`config.mk`:
```
export PLATFORM = sky130hd
export DESIGN_NAME = uart_tx_buffered
export DESIGN_NICKNAME = d
export VERILOG_FILES = /design/src/rtl/uart_pkg.sv /design/src/rtl/uart_sync_fifo.sv /design/src/rtl/uart_tx_buffered.sv
export SDC_FILE = /design/constraint.sdc
export NUM_CORES = 1
export LEC_CHECK = 0
export ABC_AREA = 1
export CORE_ASPECT_RATIO = 0.7
export CORE_MARGIN = 1
export CORE_UTILIZATION = 30
export DETAILED_ROUTE_END_ITERATION = 8
export MAX_ROUTING_LAYER = met4
export PLACE_DENSITY_LB_ADDON = 0.12
export SLEW_MARGIN = 5
export SYNTH_ARGS = -nofsm -noshare
export SYNTH_HDL_FRONTEND = slang
export SYNTH_SLANG_ARGS = --single-unit
```
`constraint.sdc`:
```
create_clock -name clk -period 4.13 [get_ports clk]
set_input_delay 1.0325 -clock clk [delete_from_list [all_inputs] [get_ports clk]]
set_output_delay 1.0325 -clock clk [all_outputs]
set_load 0.02 [all_outputs]
```
`src/rtl/uart_pkg.sv`:
```
// -----------------------------------------------------------------------------
// uart_pkg
//   Definitions shared by the UART transmitter and its receiver counterpart.
//   Contents:
//     uart_state_e    frame FSM state encoding (IDLE/START/DATA/PARITY/STOP)
//     PAR_* / STOP_*  encodings of the runtime parity and stop-bit selects
//     MAX_DATA_BITS   widest supported payload
//     calc_def_div    default clocks per bit from clock and baud rate
//     calc_parity     parity bit over a zero-padded payload
// -----------------------------------------------------------------------------
package uart_pkg;

  typedef enum logic [2:0] {
    ST_IDLE   = 3'd0,
    ST_START  = 3'd1,
    ST_DATA   = 3'd2,
    ST_PARITY = 3'd3,
    ST_STOP   = 3'd4
  } uart_state_e;

  localparam logic PAR_EVEN = 1'b0;
  localparam logic PAR_ODD  = 1'b1;
  localparam logic STOP_ONE = 1'b0;
  localparam logic STOP_TWO = 1'b1;

  localparam int unsigned MAX_DATA_BITS = 9;

  // Clocks per bit used when the runtime divisor is zero.
  function automatic int unsigned calc_def_div(input int unsigned clk_freq,
                                               input int unsigned baud_rate);
    return clk_freq / baud_rate;
  endfunction

  // Even parity is the XOR of the data bits; odd parity inverts it.
  // Unused upper bits of the payload must be zero.
  function automatic logic calc_parity(input logic [MAX_DATA_BITS-1:0] data,
                                       input logic                     odd);
    return (^data) ^ odd;
  endfunction

endpackage

```
`src/rtl/uart_sync_fifo.sv`:
```
// -----------------------------------------------------------------------------
// uart_sync_fifo
//   Single-clock FIFO holding characters waiting for transmission.
//   Ports:
//     clk, rst_n       clock, asynchronous active-low reset (empties the FIFO)
//     i_push, i_wdata  write request and data; ignored while full
//     i_pop            read request; ignored while empty
//     o_rdata          head entry (valid while not empty)
//     o_level          number of stored entries, 0..DEPTH
//     o_full, o_empty  level == DEPTH / level == 0
// -----------------------------------------------------------------------------
module uart_sync_fifo #(
  parameter int WIDTH = 8,
  parameter int DEPTH = 16
) (
  input  logic                       clk,
  input  logic                       rst_n,
  input  logic                       i_push,
  input  logic [WIDTH-1:0]           i_wdata,
  input  logic                       i_pop,
  output logic [WIDTH-1:0]           o_rdata,
  output logic [$clog2(DEPTH):0]     o_level,
  output logic                       o_full,
  output logic                       o_empty
);

  localparam int AW = $clog2(DEPTH);
  localparam int LW = AW + 1;

  logic [WIDTH-1:0] r_mem [DEPTH];
  logic [AW-1:0]    r_wr_ptr;
  logic [AW-1:0]    r_rd_ptr;
  logic [LW-1:0]    r_level;
  logic             w_push;
  logic             w_pop;

  // A full FIFO refuses a push even when a pop happens in the same cycle.
  assign w_push  = i_push & ~o_full;
  assign w_pop   = i_pop & ~o_empty;
  assign o_full  = (r_level == LW'(DEPTH));
  assign o_empty = (r_level == {LW{1'b0}});
  assign o_level = r_level;
  assign o_rdata = r_mem[r_rd_ptr];

  // Pointer and level tracking; pointers wrap naturally (DEPTH is a power of two).
  always_ff @(posedge clk or negedge rst_n) begin
    if (!rst_n) begin
      r_wr_ptr <= {AW{1'b0}};
      r_rd_ptr <= {AW{1'b0}};
      r_level  <= {LW{1'b0}};
    end else begin
      if (w_push) begin
        r_wr_ptr <= r_wr_ptr + AW'(1);
      end
      if (w_pop) begin
        r_rd_ptr <= r_rd_ptr + AW'(1);
      end
      case ({w_push, w_pop})
        2'b10:   r_level <= r_level + LW'(1);
        2'b01:   r_level <= r_level - LW'(1);
        default: r_level <= r_level;
      endcase
    end
  end

  // Storage array; contents are don't-care until written.
  always_ff @(posedge clk) begin
    if (w_push) begin
      r_mem[r_wr_ptr] <= i_wdata;
    end
  end

endmodule

```
`src/rtl/uart_tx_buffered.sv`:
```
// -----------------------------------------------------------------------------
// uart_tx_buffered
//   FIFO-buffered UART transmitter. Characters accepted on a valid/ready port
//   are serialised LSB first as start / data / optional parity / 1-2 stop bits.
//   Frames are sent back-to-back while the FIFO holds data.
//   Ports:
//     clk, rst_n            clock, asynchronous active-low reset
//     wr_valid, wr_data     producer character; pushed when wr_valid & wr_ready
//     wr_ready              FIFO not full
//     baud_div              clocks per bit minus 1 (0 selects the default divisor)
//     cfg_par_en            append parity bit
//     cfg_par_odd           1 = odd parity, 0 = even
//     cfg_stop2             1 = two stop bits
//     tx                    registered serial line, idles high
//     tx_busy               a frame is on the line
//     tx_done               one-cycle pulse in the last cycle of the final stop bit
//     fifo_level            queued characters (the frame on the line excluded)
//   Divisor and config are sampled when a character is popped, so changes only
//   take effect at the next frame.
// -----------------------------------------------------------------------------
module uart_tx_buffered
  import uart_pkg::*;
#(
  parameter int CLK_FREQ   = 48_000_000,
  parameter int BAUD_RATE  = 115_200,
  parameter int DATA_BITS  = 8,
  parameter int FIFO_DEPTH = 16
) (
  input  logic                          clk,
  input  logic                          rst_n,
  input  logic                          wr_valid,
  input  logic [DATA_BITS-1:0]          wr_data,
  output logic                          wr_ready,
  input  logic [15:0]                   baud_div,
  input  logic                          cfg_par_en,
  input  logic                          cfg_par_odd,
  input  logic                          cfg_stop2,
  output logic                          tx,
  output logic                          tx_busy,
  output logic                          tx_done,
  output logic [$clog2(FIFO_DEPTH):0]   fifo_level
);

  localparam int BIW = $clog2(DATA_BITS + 1);
  localparam int LW  = $clog2(FIFO_DEPTH) + 1;
  localparam logic [15:0]    DEF_PM1  = 16'(calc_def_div(CLK_FREQ, BAUD_RATE) - 1);
  localparam logic [BIW-1:0] LAST_IDX = BIW'(DATA_BITS - 1);

  // FIFO interface
  logic [DATA_BITS-1:0] w_fifo_rdata;
  logic [LW-1:0]        w_fifo_level;
  logic                 w_fifo_full;
  logic                 w_fifo_empty;
  logic                 w_pop;

  // Frame state
  uart_state_e          r_state;
  uart_state_e          w_state_n;
  logic [15:0]          r_cnt;
  logic [15:0]          r_pm1;
  logic [BIW-1:0]       r_bit_idx;
  logic                 r_stop_idx;
  logic [DATA_BITS-1:0] r_data;
  logic                 r_par_en;
  logic                 r_par_odd;
  logic                 r_stop2;

  // Next values of the frame datapath
  logic [15:0]          w_cnt_n;
  logic [15:0]          w_pm1_n;
  logic [BIW-1:0]       w_bit_idx_n;
  logic                 w_stop_idx_n;
  logic [DATA_BITS-1:0] w_data_n;
  logic                 w_par_en_n;
  logic                 w_par_odd_n;
  logic                 w_stop2_n;

  // Registered outputs and their next values
  logic                     r_tx;
  logic                     r_busy;
  logic                     r_done;
  logic                     w_tx_n;
  logic                     w_busy_n;
  logic                     w_done_n;
  logic [MAX_DATA_BITS-1:0] w_par_vec;
  logic [DATA_BITS-1:0]     w_shift;

  logic w_bit_end;
  logic w_last_stop;

  uart_sync_fifo #(
    .WIDTH (DATA_BITS),
    .DEPTH (FIFO_DEPTH)
  ) u_fifo (
    .clk     (clk),
    .rst_n   (rst_n),
    .i_push  (wr_valid),
    .i_wdata (wr_data),
    .i_pop   (w_pop),
    .o_rdata (w_fifo_rdata),
    .o_level (w_fifo_level),
    .o_full  (w_fifo_full),
    .o_empty (w_fifo_empty)
  );

  assign wr_ready    = ~w_fifo_full;
  assign fifo_level  = w_fifo_level;
  assign tx          = r_tx;
  assign tx_busy     = r_busy;
  assign tx_done     = r_done;

  assign w_bit_end   = (r_cnt == r_pm1);
  assign w_last_stop = (r_stop_idx == r_stop2);

  // FSM state register.
  always_ff @(posedge clk or negedge rst_n) begin
    if (!rst_n) begin
      r_state <= ST_IDLE;
    end else begin
      r_state <= w_state_n;
    end
  end

  // FSM next state; the pop in the final stop cycle gives a zero-gap restart.
  always_comb begin
    w_state_n = r_state;
    w_pop     = 1'b0;
    case (r_state)
      ST_IDLE: begin
        if (!w_fifo_empty) begin
          w_state_n = ST_START;
          w_pop     = 1'b1;
        end else begin
          w_state_n = ST_IDLE;
        end
      end
      ST_START: begin
        if (w_bit_end) begin
          w_state_n = ST_DATA;
        end else begin
          w_state_n = ST_START;
        end
      end
      ST_DATA: begin
        if (w_bit_end && (r_bit_idx == LAST_IDX)) begin
          if (r_par_en) begin
            w_state_n = ST_PARITY;
          end else begin
            w_state_n = ST_STOP;
          end
        end else begin
          w_state_n = ST_DATA;
        end
      end
      ST_PARITY: begin
        if (w_bit_end) begin
          w_state_n = ST_STOP;
        end else begin
          w_state_n = ST_PARITY;
        end
      end
      ST_STOP: begin
        if (w_bit_end && w_last_stop) begin
          if (!w_fifo_empty) begin
            w_state_n = ST_START;
            w_pop     = 1'b1;
          end else begin
            w_state_n = ST_IDLE;
          end
        end else begin
          w_state_n = ST_STOP;
        end
      end
      default: begin
        w_state_n = ST_IDLE;
        w_pop     = 1'b0;
      end
    endcase
  end

  // Frame datapath next values: bit timer, bit/stop indices and latched frame.
  always_comb begin
    if (w_pop) begin
      w_data_n    = w_fifo_rdata;
      w_pm1_n     = (baud_div == 16'd0) ? DEF_PM1 : baud_div;
      w_par_en_n  = cfg_par_en;
      w_par_odd_n = cfg_par_odd;
      w_stop2_n   = cfg_stop2;
    end else begin
      w_data_n    = r_data;
      w_pm1_n     = r_pm1;
      w_par_en_n  = r_par_en;
      w_par_odd_n = r_par_odd;
      w_stop2_n   = r_stop2;
    end

    if ((r_state == ST_IDLE) || w_bit_end) begin
      w_cnt_n = 16'd0;
    end else begin
      w_cnt_n = r_cnt + 16'd1;
    end

    if (r_state != ST_DATA) begin
      w_bit_idx_n = {BIW{1'b0}};
    end else if (w_bit_end) begin
      w_bit_idx_n = r_bit_idx + BIW'(1);
    end else begin
      w_bit_idx_n = r_bit_idx;
    end

    if (w_state_n != ST_STOP) begin
      w_stop_idx_n = 1'b0;
    end else if ((r_state == ST_STOP) && w_bit_end) begin
      w_stop_idx_n = 1'b1;
    end else begin
      w_stop_idx_n = r_stop_idx;
    end
  end

  // Frame datapath registers.
  always_ff @(posedge clk or negedge rst_n) begin
    if (!rst_n) begin
      r_cnt      <= 16'd0;
      r_pm1      <= DEF_PM1;
      r_bit_idx  <= {BIW{1'b0}};
      r_stop_idx <= 1'b0;
      r_data     <= {DATA_BITS{1'b0}};
      r_par_en   <= 1'b0;
      r_par_odd  <= 1'b0;
      r_stop2    <= 1'b0;
    end else begin
      r_cnt      <= w_cnt_n;
      r_pm1      <= w_pm1_n;
      r_bit_idx  <= w_bit_idx_n;
      r_stop_idx <= w_stop_idx_n;
      r_data     <= w_data_n;
      r_par_en   <= w_par_en_n;
      r_par_odd  <= w_par_odd_n;
      r_stop2    <= w_stop2_n;
    end
  end

  // Output decode from next state, so registered outputs line up with the state.
  always_comb begin
    w_par_vec                = {MAX_DATA_BITS{1'b0}};
    w_par_vec[DATA_BITS-1:0] = w_data_n;
    w_shift                  = w_data_n >> w_bit_idx_n;
    case (w_state_n)
      ST_IDLE:   w_tx_n = 1'b1;
      ST_START:  w_tx_n = 1'b0;
      ST_DATA:   w_tx_n = w_shift[0];
      ST_PARITY: w_tx_n = calc_parity(w_par_vec, w_par_odd_n);
      ST_STOP:   w_tx_n = 1'b1;
      default:   w_tx_n = 1'b1;
    endcase
    w_busy_n = (w_state_n != ST_IDLE);
    w_done_n = (w_state_n == ST_STOP) && (w_cnt_n == w_pm1_n) &&
               (w_stop_idx_n == w_stop2_n);
  end

  // Output registers; reset drives the line high immediately.
  always_ff @(posedge clk or negedge rst_n) begin
    if (!rst_n) begin
      r_tx   <= 1'b1;
      r_busy <= 1'b0;
      r_done <= 1'b0;
    end else begin
      r_tx   <= w_tx_n;
      r_busy <= w_busy_n;
      r_done <= w_done_n;
    end
  end

endmodule

```
==> flow_metrics.tcl <==
set metrics [dict create \
    status "finished, final reports clean" \
    vdd_drop_max_uv 216.6 \
    ios 39 \
    r2r-end "u_fifo.o_level[4]" \
    rsz0062_at_grt "false" \
    synth_top_cell_by_area "edfxtp_1" \
    synth.top_cell.area_share_pct 40.52 \
    setup_viol 0 \
    cp-start-kind "register" \
    cts_tree "built" \
    nNetsFinal 1162 \
    cts_buffers 17 \
    holdWs_ns 0.5144 \
    arrival_ns 3.48 \
    rows 54 \
    root_buffer "clkbuf_16" \
    synth_commonest_cells "340 x nand2_1, 128 x edfxtp_1, 123 x nor2_1" \
    grtUsageTotal_pct 16.86 \
    core_area_um2 31150 \
    synth_area_um2 9485 \
    fin_area_um2 11000 \
    syn_inst 1069 \
    fillers 3177 \
    slew_viol_final 0 \
    clkTransAtPathRegs_ns 0.07 \
    gp_congestion 0.8229 \
    synth-edff-count 128 \
    ys_dominant_reg_cell "edfxtp_1" \
    reg2reg_slack_ns 0.96 \
    grt_pass1_vias 6580 \
    cp_data_required_time_ns 4.44 \
    synth_cell_type_count 36 \
    max_slew_margin_pct 36.93 \
    die_height_um 150.8 \
    endpoint_kind "register" \
    syn-num-nets 1110 \
    cts.sinks 195 \
    synthToLayoutAreaGrowth_pct 15.95 \
    synth_area_leaders "edfxtp_1 41%, dfrtp_1 16%, nand2_1 13%, nand3_1 5.0%, nor2_1 4.9%" \
    critPathMaxFanout 12 \
    p_per_area_nw_per_um2 449.4 \
    postCtsHoldBufs 0 \
    dr.first_iter.drc_count 507 \
    worstSetupPathType "reg2reg" \
    finalCritPeriodShare_pct 76.78 \
    ant_nets 0 \
    post-cts-setup-buffers 0 \
    clockBufferDepth 2 \
    synth_area_per_cell_um2 8.873 \
    r2r_cells 20 \
    reg2reg_from "r_pm1[4]" \
    multi_input_area_um2 3343 \
    start_util_pct 30.45 \
    register_area_um2 5532 \
    tightest_slew_ns 0.9460 \
    wl_um 25280 \
    chipWidth_um 214.5 \
    wl_per_cell_um 16.27 \
    skew_ns 0.01278 \
    antenna_found_initial 0 \
    min_period_ns 3.171 \
    num_vias 7012 \
    post_cts_resize_count 0 \
    grt-ovfl-total 0 \
    grt_max_degree 68 \
    max_freq_mhz 315.4 \
    yosys_warnings 0 \
    grt_pass1_wl_um 39630 \
    min_path_type "reg2reg" \
    die_area_um2 32340 \
    firstDrtPassIters 5 \
    clock_latency_ns 0.44 \
    hold_viol 0 \
    ys_seq_area_share_pct 58.30 \
    synth_most_common_cell "nand2_1" \
    dp_hpwl_um 17340 \
    ys_ff_latch 195 \
    fin_setup_tns_ns 0 \
    crit_path_end "u_fifo.o_level[4]" \
    antenna_cells 0 \
    p_leak_nw 4.718 \
    place_area_um2 10430 \
    drv_cap 0 \
    async_flop_share_pct 34.36 \
    drive_above_1_share_pct 8.826 \
    final_util_pct 35.31 \
    viasPerCell 4.515 \
    cp-startpoint "r_pm1[4]" \
    drcViolationCount 0 \
    io_buffers 38 \
    h-tree-depth 4 \
]
## worst min-delay path by stage
stage / cells after the start / from / to / slack (ns)
6_report: 2 / r_data[3] / r_data[3] / 0.51
5_1_grt: 2 / r_pm1[3] / r_pm1[3] / 0.56
4_1_cts: 2 / r_data[1] / r_data[1] / 0.52
3_5_place_dp: 2 / r_data[1] / r_data[1] / 0.50
3_3_place_gp: 2 / r_data[3] / r_data[3] / 0.48
2_1_floorplan: 2 / r_data[1] / r_data[1] / 0.46
## layout by cell type (no fill, tap or decap), types with 2 or more instances in the layout
cell type	netlist	layout
o21ai_1	11	11
nor2_1	123	123
nand2_2	7	7
edfxtp_1	128	128
clkinv_2	0	3
clkinv_4	0	4
nor2_2	3	3
a21boi_0	3	3
nand2_1	340	340
mux2i_1	4	4
dfstp_2	8	8
clkinvlp_4	0	2
a21oi_1	9	9
nand3b_1	2	2
ha_1	11	11
dfrtp_1	59	58
nand4_1	5	5
bufinv_16	0	2
o21ai_0	39	39
a31oi_1	2	2
xnor2_1	5	5
xor2_1	17	17
inv_2	10	10
inv_1	106	106
nand3_1	95	95
o211ai_1	13	13
clkbuf_16	0	17
nor4_1	8	8
and2_1	2	2
buf_4	3	30
clkdlybuf4s50_1	0	37
nor3_1	11	11
or2_2	9	9
## area by class of cell
class / count / share of cell area (%)
Sequential cell: 195 / 50.30
Multi-Input combinational cell: 724 / 30.40
Timing Repair Buffer: 67 / 5.415
Tap cell: 420 / 4.778
Inverter: 116 / 3.959
Clock buffer: 18 / 3.902
Clock inverter: 13 / 1.251
## report_power, final
part	switching [mW]	leakage, nW	internal, mW
logic	0.550	2.47	0.296
clock network	0.774	0.274	0.890
registers	0.131	1.97	2.30
total	1.46	4.72	3.49
## sequential cells by signal, summed over array words and instances (netlist names)
name             count
u_fifo.r_mem       128
r_cnt               16
r_pm1               16
r_data               8
u_fifo.o_level       5
r_bit_idx            4
u_fifo.r_rd_ptr      4
u_fifo.r_wr_ptr      4
r_state              3
r_par_en             1
r_par_odd            1
r_stop2              1
r_stop_idx           1
tx                   1
tx_busy              1
tx_done              1
## layer usage
layer	vias to the layer above	share of wire, %	global-route usage, %
met4	0	0.52	3.643
li1	3569	-	-
met5	-	0	-
met2	103	38	20.97
met3	8	3.4	2.771
met1	3332	58	27.36
## per-stage QoR
step                      setup WS, ns  instances  total power [mW]
after floorplan                  1.329       1069             2.957
after global placement          0.7608       1522             3.328
after detailed placement        0.6857       1522             3.325
after CTS                       0.9671       1553             5.004
after global routing            0.6546       1553             5.204
final                           0.9592       1553             4.943
## worst max-delay path, cell delays in order (launching register included)
cell and delay, ns:
dfstp_2 0.55, inv_1 0.04, nand2_1 0.04, nand2_1 0.08, nor2_1 0.11, nand2_1 0.12
nor2_2 0.17, nand3_1 0.10, nand2_2 0.23, nand2_2 0.10, inv_2 0.09, ha_1 0.23
xor2_1 0.10, ha_1 0.19, a21oi_1 0.20, o21ai_0 0.13, a21oi_1 0.14, inv_1 0.06
a21oi_1 0.11, o21ai_0 0.11, xor2_1 0.15
## cells by family after synthesis
kind of cell | count (synthesis) | share of synthesized area (%)
buffers and inverters | 150 | 6.450
flip-flops | 195 | 58.30
AO/OA/AOI/OAI | 81 | 4.920
multiplexers | 4 | 0.4221
AND/OR/NAND/NOR | 606 | 26.42
adder cells (fa/ha/maj) | 11 | 1.451
XOR/XNOR | 22 | 2.031
No activity file was read; power rests on OpenSTA's default activity.
